===== config.mk =====
export PLATFORM = sky130hd
export DESIGN_NAME = kf_frame_sequencer
export DESIGN_NICKNAME = d
export VERILOG_FILES = /design/src/rtl/kf_frame_sequencer_pkg.sv /design/src/rtl/kf_sample_fifo.sv /design/src/rtl/kf_frame_sequencer.sv
export SDC_FILE = /design/constraint.sdc
export NUM_CORES = 1
export LEC_CHECK = 0
export BUFFER_PORTS_ARGS = -buffer_cell sky130_fd_sc_hd__buf_2
export CORE_MARGIN = 5
export CORE_UTILIZATION = 45
export DETAILED_ROUTE_END_ITERATION = 10
export HOLD_SLACK_MARGIN = 0.12
export PLACE_DENSITY = 0.72
export SYNTH_ARGS = -nofsm -noshare
export SYNTH_HDL_FRONTEND = slang
export SYNTH_SLANG_ARGS = --single-unit

===== constraint.sdc =====
create_clock -name clk -period 3 [get_ports clk]
set_input_delay 0.45 -clock clk [delete_from_list [all_inputs] [get_ports clk]]
set_output_delay 0.45 -clock clk [all_outputs]
set_load 0.1 [all_outputs]

===== src/rtl/kf_frame_sequencer_pkg.sv =====
// Shared fixed-point widths, Kalman core frame timing and the frame sequencer state encoding.
package kf_frame_sequencer_pkg;

  localparam int FXP_N        = 16;
  localparam int FXP_FRAC     = 12;
  localparam int KF_FRAME_CYC = 36;
  localparam int KF_DONE_LAT  = KF_FRAME_CYC + 1;

  typedef enum logic [1:0] {
    ST_IDLE   = 2'd0,
    ST_LAUNCH = 2'd1,
    ST_WAIT   = 2'd2,
    ST_EMIT   = 2'd3
  } seq_state_e;

endpackage


===== src/rtl/kf_sample_fifo.sv =====
// Sample FIFO for the frame sequencer: wrap-bit pointers, full/empty from pointer compare.
module kf_sample_fifo #(
  parameter int WIDTH = 64,
  parameter int DEPTH = 4
) (
  input  logic             clk,
  input  logic             rst_n,
  input  logic             i_push_valid,
  input  logic [WIDTH-1:0] i_push_data,
  input  logic             i_pop,
  output logic [WIDTH-1:0] o_pop_data,
  output logic             o_empty,
  output logic             o_full
);

  localparam int AW = $clog2(DEPTH);

  logic [WIDTH-1:0] r_mem [DEPTH];
  logic [AW:0]      r_wr_ptr;
  logic [AW:0]      r_rd_ptr;
  logic             w_push;
  logic             w_pop;

  assign o_empty = (r_wr_ptr == r_rd_ptr);
  assign o_full  = (r_wr_ptr[AW] != r_rd_ptr[AW]) &&
                   (r_wr_ptr[AW-1:0] == r_rd_ptr[AW-1:0]);

  // A full FIFO refuses the push but still honours a pop in the same cycle.
  assign w_push = i_push_valid && !o_full;
  assign w_pop  = i_pop && !o_empty;

  always_ff @(posedge clk or negedge rst_n) begin
    if (!rst_n) begin
      r_wr_ptr <= '0;
      r_rd_ptr <= '0;
    end else begin
      if (w_push) r_wr_ptr <= r_wr_ptr + 1'b1;
      if (w_pop)  r_rd_ptr <= r_rd_ptr + 1'b1;
    end
  end

  always_ff @(posedge clk) begin
    if (w_push) r_mem[r_wr_ptr[AW-1:0]] <= i_push_data;
  end

  assign o_pop_data = r_mem[r_rd_ptr[AW-1:0]];

endmodule


===== src/rtl/kf_frame_sequencer.sv =====
// Feeds one (z,u) sample per Kalman core frame and returns X_post as next x_prev and as a result.
// Optional done watchdog: define KF_SEQ_WDOG_EN.
module kf_frame_sequencer
  import kf_frame_sequencer_pkg::*;
#(
  parameter int N        = FXP_N,
  parameter int FRAC     = FXP_FRAC,
  parameter int DEPTH    = 4,
  parameter int DONE_TMO = 40
) (
  input  logic                clk,
  input  logic                rst_n,
  input  logic                s_valid,
  output logic                s_ready,
  input  logic signed [N-1:0] s_z00,
  input  logic signed [N-1:0] s_z10,
  input  logic signed [N-1:0] s_u00,
  input  logic signed [N-1:0] s_u10,
  input  logic                init_load,
  input  logic signed [N-1:0] x00_init,
  input  logic signed [N-1:0] x10_init,
  output logic                kf_start,
  output logic signed [N-1:0] kf_z00_meas,
  output logic signed [N-1:0] kf_z10_meas,
  output logic signed [N-1:0] kf_u00,
  output logic signed [N-1:0] kf_u10,
  output logic signed [N-1:0] kf_x00_prev,
  output logic signed [N-1:0] kf_x10_prev,
  input  logic                kf_done,
  input  logic signed [N-1:0] kf_X00_post,
  input  logic signed [N-1:0] kf_X10_post,
  output logic                m_valid,
  input  logic                m_ready,
  output logic signed [N-1:0] m_x00,
  output logic signed [N-1:0] m_x10,
  output logic                busy,
  output logic                err_tmo
);

  localparam int SW = 4 * N;

  seq_state_e          r_state;
  seq_state_e          w_state_nxt;
  logic                w_fifo_empty;
  logic                w_fifo_full;
  logic [SW-1:0]       w_head;
  logic                w_pop;
  logic                w_load_init;
  logic                w_capture;
  logic                w_timeout;
  logic                w_err;
  logic signed [N-1:0] r_z00, r_z10, r_u00, r_u10;
  logic signed [N-1:0] r_x00, r_x10;
  logic signed [N-1:0] r_m00, r_m10;
  logic                w_unused;

  assign w_unused = ^{FRAC[0], DONE_TMO[0]};

  kf_sample_fifo #(
    .WIDTH (SW),
    .DEPTH (DEPTH)
  ) u_fifo (
    .clk          (clk),
    .rst_n        (rst_n),
    .i_push_valid (s_valid),
    .i_push_data  ({s_z00, s_z10, s_u00, s_u10}),
    .i_pop        (w_pop),
    .o_pop_data   (w_head),
    .o_empty      (w_fifo_empty),
    .o_full       (w_fifo_full)
  );

  assign s_ready = !w_fifo_full;

`ifdef KF_SEQ_WDOG_EN
  localparam int CW = $clog2(DONE_TMO + 1) + 1;

  logic [CW-1:0] r_wd_cnt;
  logic          r_err;

  // Counts cycles since kf_start; only meaningful while in WAIT.
  always_ff @(posedge clk or negedge rst_n) begin
    if (!rst_n) begin
      r_wd_cnt <= '0;
    end else if (r_state == ST_LAUNCH) begin
      r_wd_cnt <= CW'(1);
    end else if (r_state == ST_WAIT) begin
      r_wd_cnt <= r_wd_cnt + CW'(1);
    end
  end

  assign w_timeout = (r_state == ST_WAIT) && !kf_done && (r_wd_cnt >= CW'(DONE_TMO));

  always_ff @(posedge clk or negedge rst_n) begin
    if (!rst_n)         r_err <= 1'b0;
    else if (w_timeout) r_err <= 1'b1;
  end

  assign w_err = r_err;
`else
  assign w_timeout = 1'b0;
  assign w_err     = 1'b0;
`endif

  always_ff @(posedge clk or negedge rst_n) begin
    if (!rst_n) r_state <= ST_IDLE;
    else        r_state <= w_state_nxt;
  end

  // init_load wins over a pending launch, deferring it by one cycle.
  always_comb begin
    w_state_nxt = r_state;
    w_pop       = 1'b0;
    w_load_init = 1'b0;
    w_capture   = 1'b0;
    case (r_state)
      ST_IDLE: begin
        if (init_load) begin
          w_load_init = 1'b1;
        end else if (!w_fifo_empty) begin
          w_pop       = 1'b1;
          w_state_nxt = ST_LAUNCH;
        end
      end
      ST_LAUNCH: w_state_nxt = ST_WAIT;
      ST_WAIT: begin
        if (kf_done) begin
          w_capture   = 1'b1;
          w_state_nxt = ST_EMIT;
        end else if (w_timeout) begin
          w_state_nxt = ST_IDLE;
        end
      end
      ST_EMIT: begin
        if (m_ready) w_state_nxt = ST_IDLE;
      end
      default: w_state_nxt = ST_IDLE;
    endcase
  end

  always_ff @(posedge clk or negedge rst_n) begin
    if (!rst_n) begin
      r_z00 <= '0;
      r_z10 <= '0;
      r_u00 <= '0;
      r_u10 <= '0;
      r_x00 <= '0;
      r_x10 <= '0;
      r_m00 <= '0;
      r_m10 <= '0;
    end else begin
      if (w_pop) {r_z00, r_z10, r_u00, r_u10} <= w_head;
      if (w_load_init) begin
        r_x00 <= x00_init;
        r_x10 <= x10_init;
      end else if (w_capture) begin
        r_x00 <= kf_X00_post;
        r_x10 <= kf_X10_post;
      end
      if (w_capture) begin
        r_m00 <= kf_X00_post;
        r_m10 <= kf_X10_post;
      end
    end
  end

  assign kf_start    = (r_state == ST_LAUNCH);
  assign kf_z00_meas = r_z00;
  assign kf_z10_meas = r_z10;
  assign kf_u00      = r_u00;
  assign kf_u10      = r_u10;
  assign kf_x00_prev = r_x00;
  assign kf_x10_prev = r_x10;
  assign m_valid     = (r_state == ST_EMIT);
  assign m_x00       = r_m00;
  assign m_x10       = r_m10;
  assign busy        = (r_state != ST_IDLE);
  assign err_tmo     = w_err;

endmodule


==> results.cfg <==
[setup_path]
r2r_end = u_fifo.r_mem[2][47]$_DFFE_PP_
crit_type = reg -> out
cp_data_arrival_time_ns = 2.06
critPathLaunchType = flop
worstPathRequired_ns = 2.55
critPathSlowestCell = buf_2
r2r_setup_slack_ns = 0.81
path_cells = xnor2_1 > nand3b_1 > buf_2
crit_fanout = 6
crit_path_end_kind = output port
rr_startpoint = u_fifo.r_wr_ptr[2]$_DFFE_PN0N_
slowest_delay_ns = 0.51
startpoint = u_fifo.r_wr_ptr[2]$_DFFE_PN0N_
reg2regPathDepth = 4

[clock_tree]
clock_latency_ns = 0.53
post-cts-setup-buffers = 0
clkSinkCount = 392
clk_pin_slew_worst_paths_ns = 0.06
htreeDepth = 2
cts_buffer_depth = 3
clock-root-buffer = clkbuf_16
cts_tree = yes
numCtsBuffers = 41

[floorplan]
ios = 267
coreArea_sq_um = 32450
core.rowCount = 66
initial_utilization_pct = 45.38
dieArea_sq_um = 36440
fp.dieW_microns = 190.9
die_h_microns = 190.9

[layout]
layout.nets = 1198
nFillCells = 2474
multiInputGateArea_sq_um = 3485
syn_to_final_growth_pct = 26.11
layout_common_cells = 264 x buf_2, 256 x edfxtp_1, 134 x dfrtp_1
drive_gt1_share_pct = 47.56
mostFrequentLayoutCell = buf_2
final-instance-count-excl-fill = 1530
seq_area_sq_um = 11100
finalCoreUtilization_pct = 57.22
final_area_sq_um = 18570

[detailed_routing]
drt_iter0_drc = 329
wl_microns = 31160
avgRoutedWirePerCell_microns = 20.37
drc = 0
vias = 7733
firstDrtPassIters = 4
antenna_left = 0
viasPerCell = 5.054

[placement]
dp_hpwl_microns = 20040
numPortBuffers = 265
placed_cell_area_sq_um = 16730
dp.cells = 1418
gp_congestion = 0.7506

[synthesis]
syn-cell-area_sq_um = 14730
post_synth_inst_count = 726
synthesis.nets = 870
synth.yosys.seq_area_share_pct = 75.31
ys_types = 24
synth_seq_cells = 392
avgSynthCellArea_sq_um = 20.28
ys_warn_count = 0

[timing]
finalHoldViolCount = 0
clock.fmax_mhz = 398.2
tns_ns = 0
rsz0062_at_grt = no
fin_worst_skew_ns = 0.02131
slew_headroom_pct = 33.39
period_needed_ns = 2.512
finalSetupViolations = 0
tightest_slew_ns = 0.9992
report.final.slew_viol_count = 0
fin_crit_sh_pct = 83.72

[run]
cap_violations = 0

[global_routing]
antenna_found_initial = 4
grt.total_usage_pct = 16.76
grt_pass1_vias = 8271
grt_remaining_overflow = 0
grt_pass1_wl_microns = 47220
grt_max_degree = 67

[hold_path]
whs_path_depth = 1
hold_path_startpoint = s_z00[15]
hold_class = in -> reg
min_to = u_fifo.r_mem[2][63]$_DFFE_PP_

[run_status]
status = finished, final reports clean
[cell families (layout without fill, tap and decap cells)]
family | count (synthesis) | count (layout) | share of synthesized area (%)
muxes | 196 | 196 | 19.60
buffers and inverters | 42 | 403 | 1.300
xor gates and xnor gates | 7 | 7 | 0.4163
and+or+nand+nor | 43 | 43 | 1.215
AOI/OAI and AO/OA | 35 | 35 | 1.283
adders and majority gates | 10 | 10 | 0.8496
DFF | 392 | 392 | 75.31
other | 1 | 2 | 0.02546
[layer usage]
metal	routed length, microns	GRT usage [%]	up-vias
met5	38	0	-
met4	516	4.061	6
met3	2304	3.999	48
met2	15770	29.67	263
met1	12540	21.02	3923
li1	-	-	3493
[stage by stage]
| step | setup slack, ns | hold slack (ns) |
|---|---|---|
| after floorplan | 0.03886 | 0.1544 |
| after global placement | 0.8193 | 0.4631 |
| after detailed placement | 0.8021 | 0.4770 |
| after CTS | 0.4471 | 0.1201 |
| after global routing | 0.3556 | 0.1204 |
| final | 0.4885 | 0.1358 |
[Yosys cell counts (all sizes together)]
library cell / n / area share, %
buf: 19 / 0.71
inv: 7 / 0.18
ha: 10 / 0.85
nand3b: 1 / 0.051
clkbuf: 16 / 0.41
nor2: 1 / 0.025
and2: 1 / 0.043
and3: 4 / 0.17
dfrtp: 136 / 23
nand2: 35 / 0.89
conb: 1 / 0.025
xor2: 2 / 0.12
edfxtp: 256 / 52
xnor2: 5 / 0.30
mux2: 99 / 7.6
a311oi: 1 / 0.10
a221oi: 1 / 0.059
mux2i: 33 / 2.2
nand3: 1 / 0.034
mux4: 64 / 9.8
o21ai: 33 / 1.1
[worst max-delay path by stage]
stage,to,depth (start not counted)
2_1_floorplan,u_fifo.r_wr_ptr[2]$_DFFE_PN0N_,4
3_3_place_gp,u_fifo.r_mem[1][16]$_DFFE_PP_,4
3_5_place_dp,u_fifo.r_mem[1][15]$_DFFE_PP_,4
4_1_cts,s_ready,3
5_1_grt,s_ready,3
6_report,s_ready,3
[final cells by class]
| class | count | area share [%] |
|---|---|---|
| flip-flops and latches | 392 | 59.76 |
| multi-input cells | 292 | 18.76 |
| repair buffers | 320 | 10.34 |
| clock buffers | 54 | 6.117 |
| well taps | 442 | 2.978 |
| clock inverters | 22 | 1.886 |
| inverters | 7 | 0.1415 |
| diodes | 1 | 0.01347 |
[critical path: cells and delay by family (launching register included)]
family,cells,cell delay [ns]
and+or+nand+nor,1,0.27
DFF,1,0.40
buffers and inverters,1,0.51
xor gates and xnor gates,1,0.34
[flip-flops by register name (all words and copies together), names as in the netlist, 16 cells and up]
name,cells
kf_u10,16
m_x10,16
m_x00,16
kf_x10_prev,16
kf_z00_meas,16
kf_x00_prev,16
kf_z10_meas,16
kf_u00,16
u_fifo.r_mem,256
[what timing repair did]
item                      CTS  global route
gates resized for setup     0             0
hold endpoints to repair  150             3
hold buffers               34             1
Power is left out: the tool's default activity adds up to more than one toggle a clock period on the data nets, which glitch-free logic cannot reach.
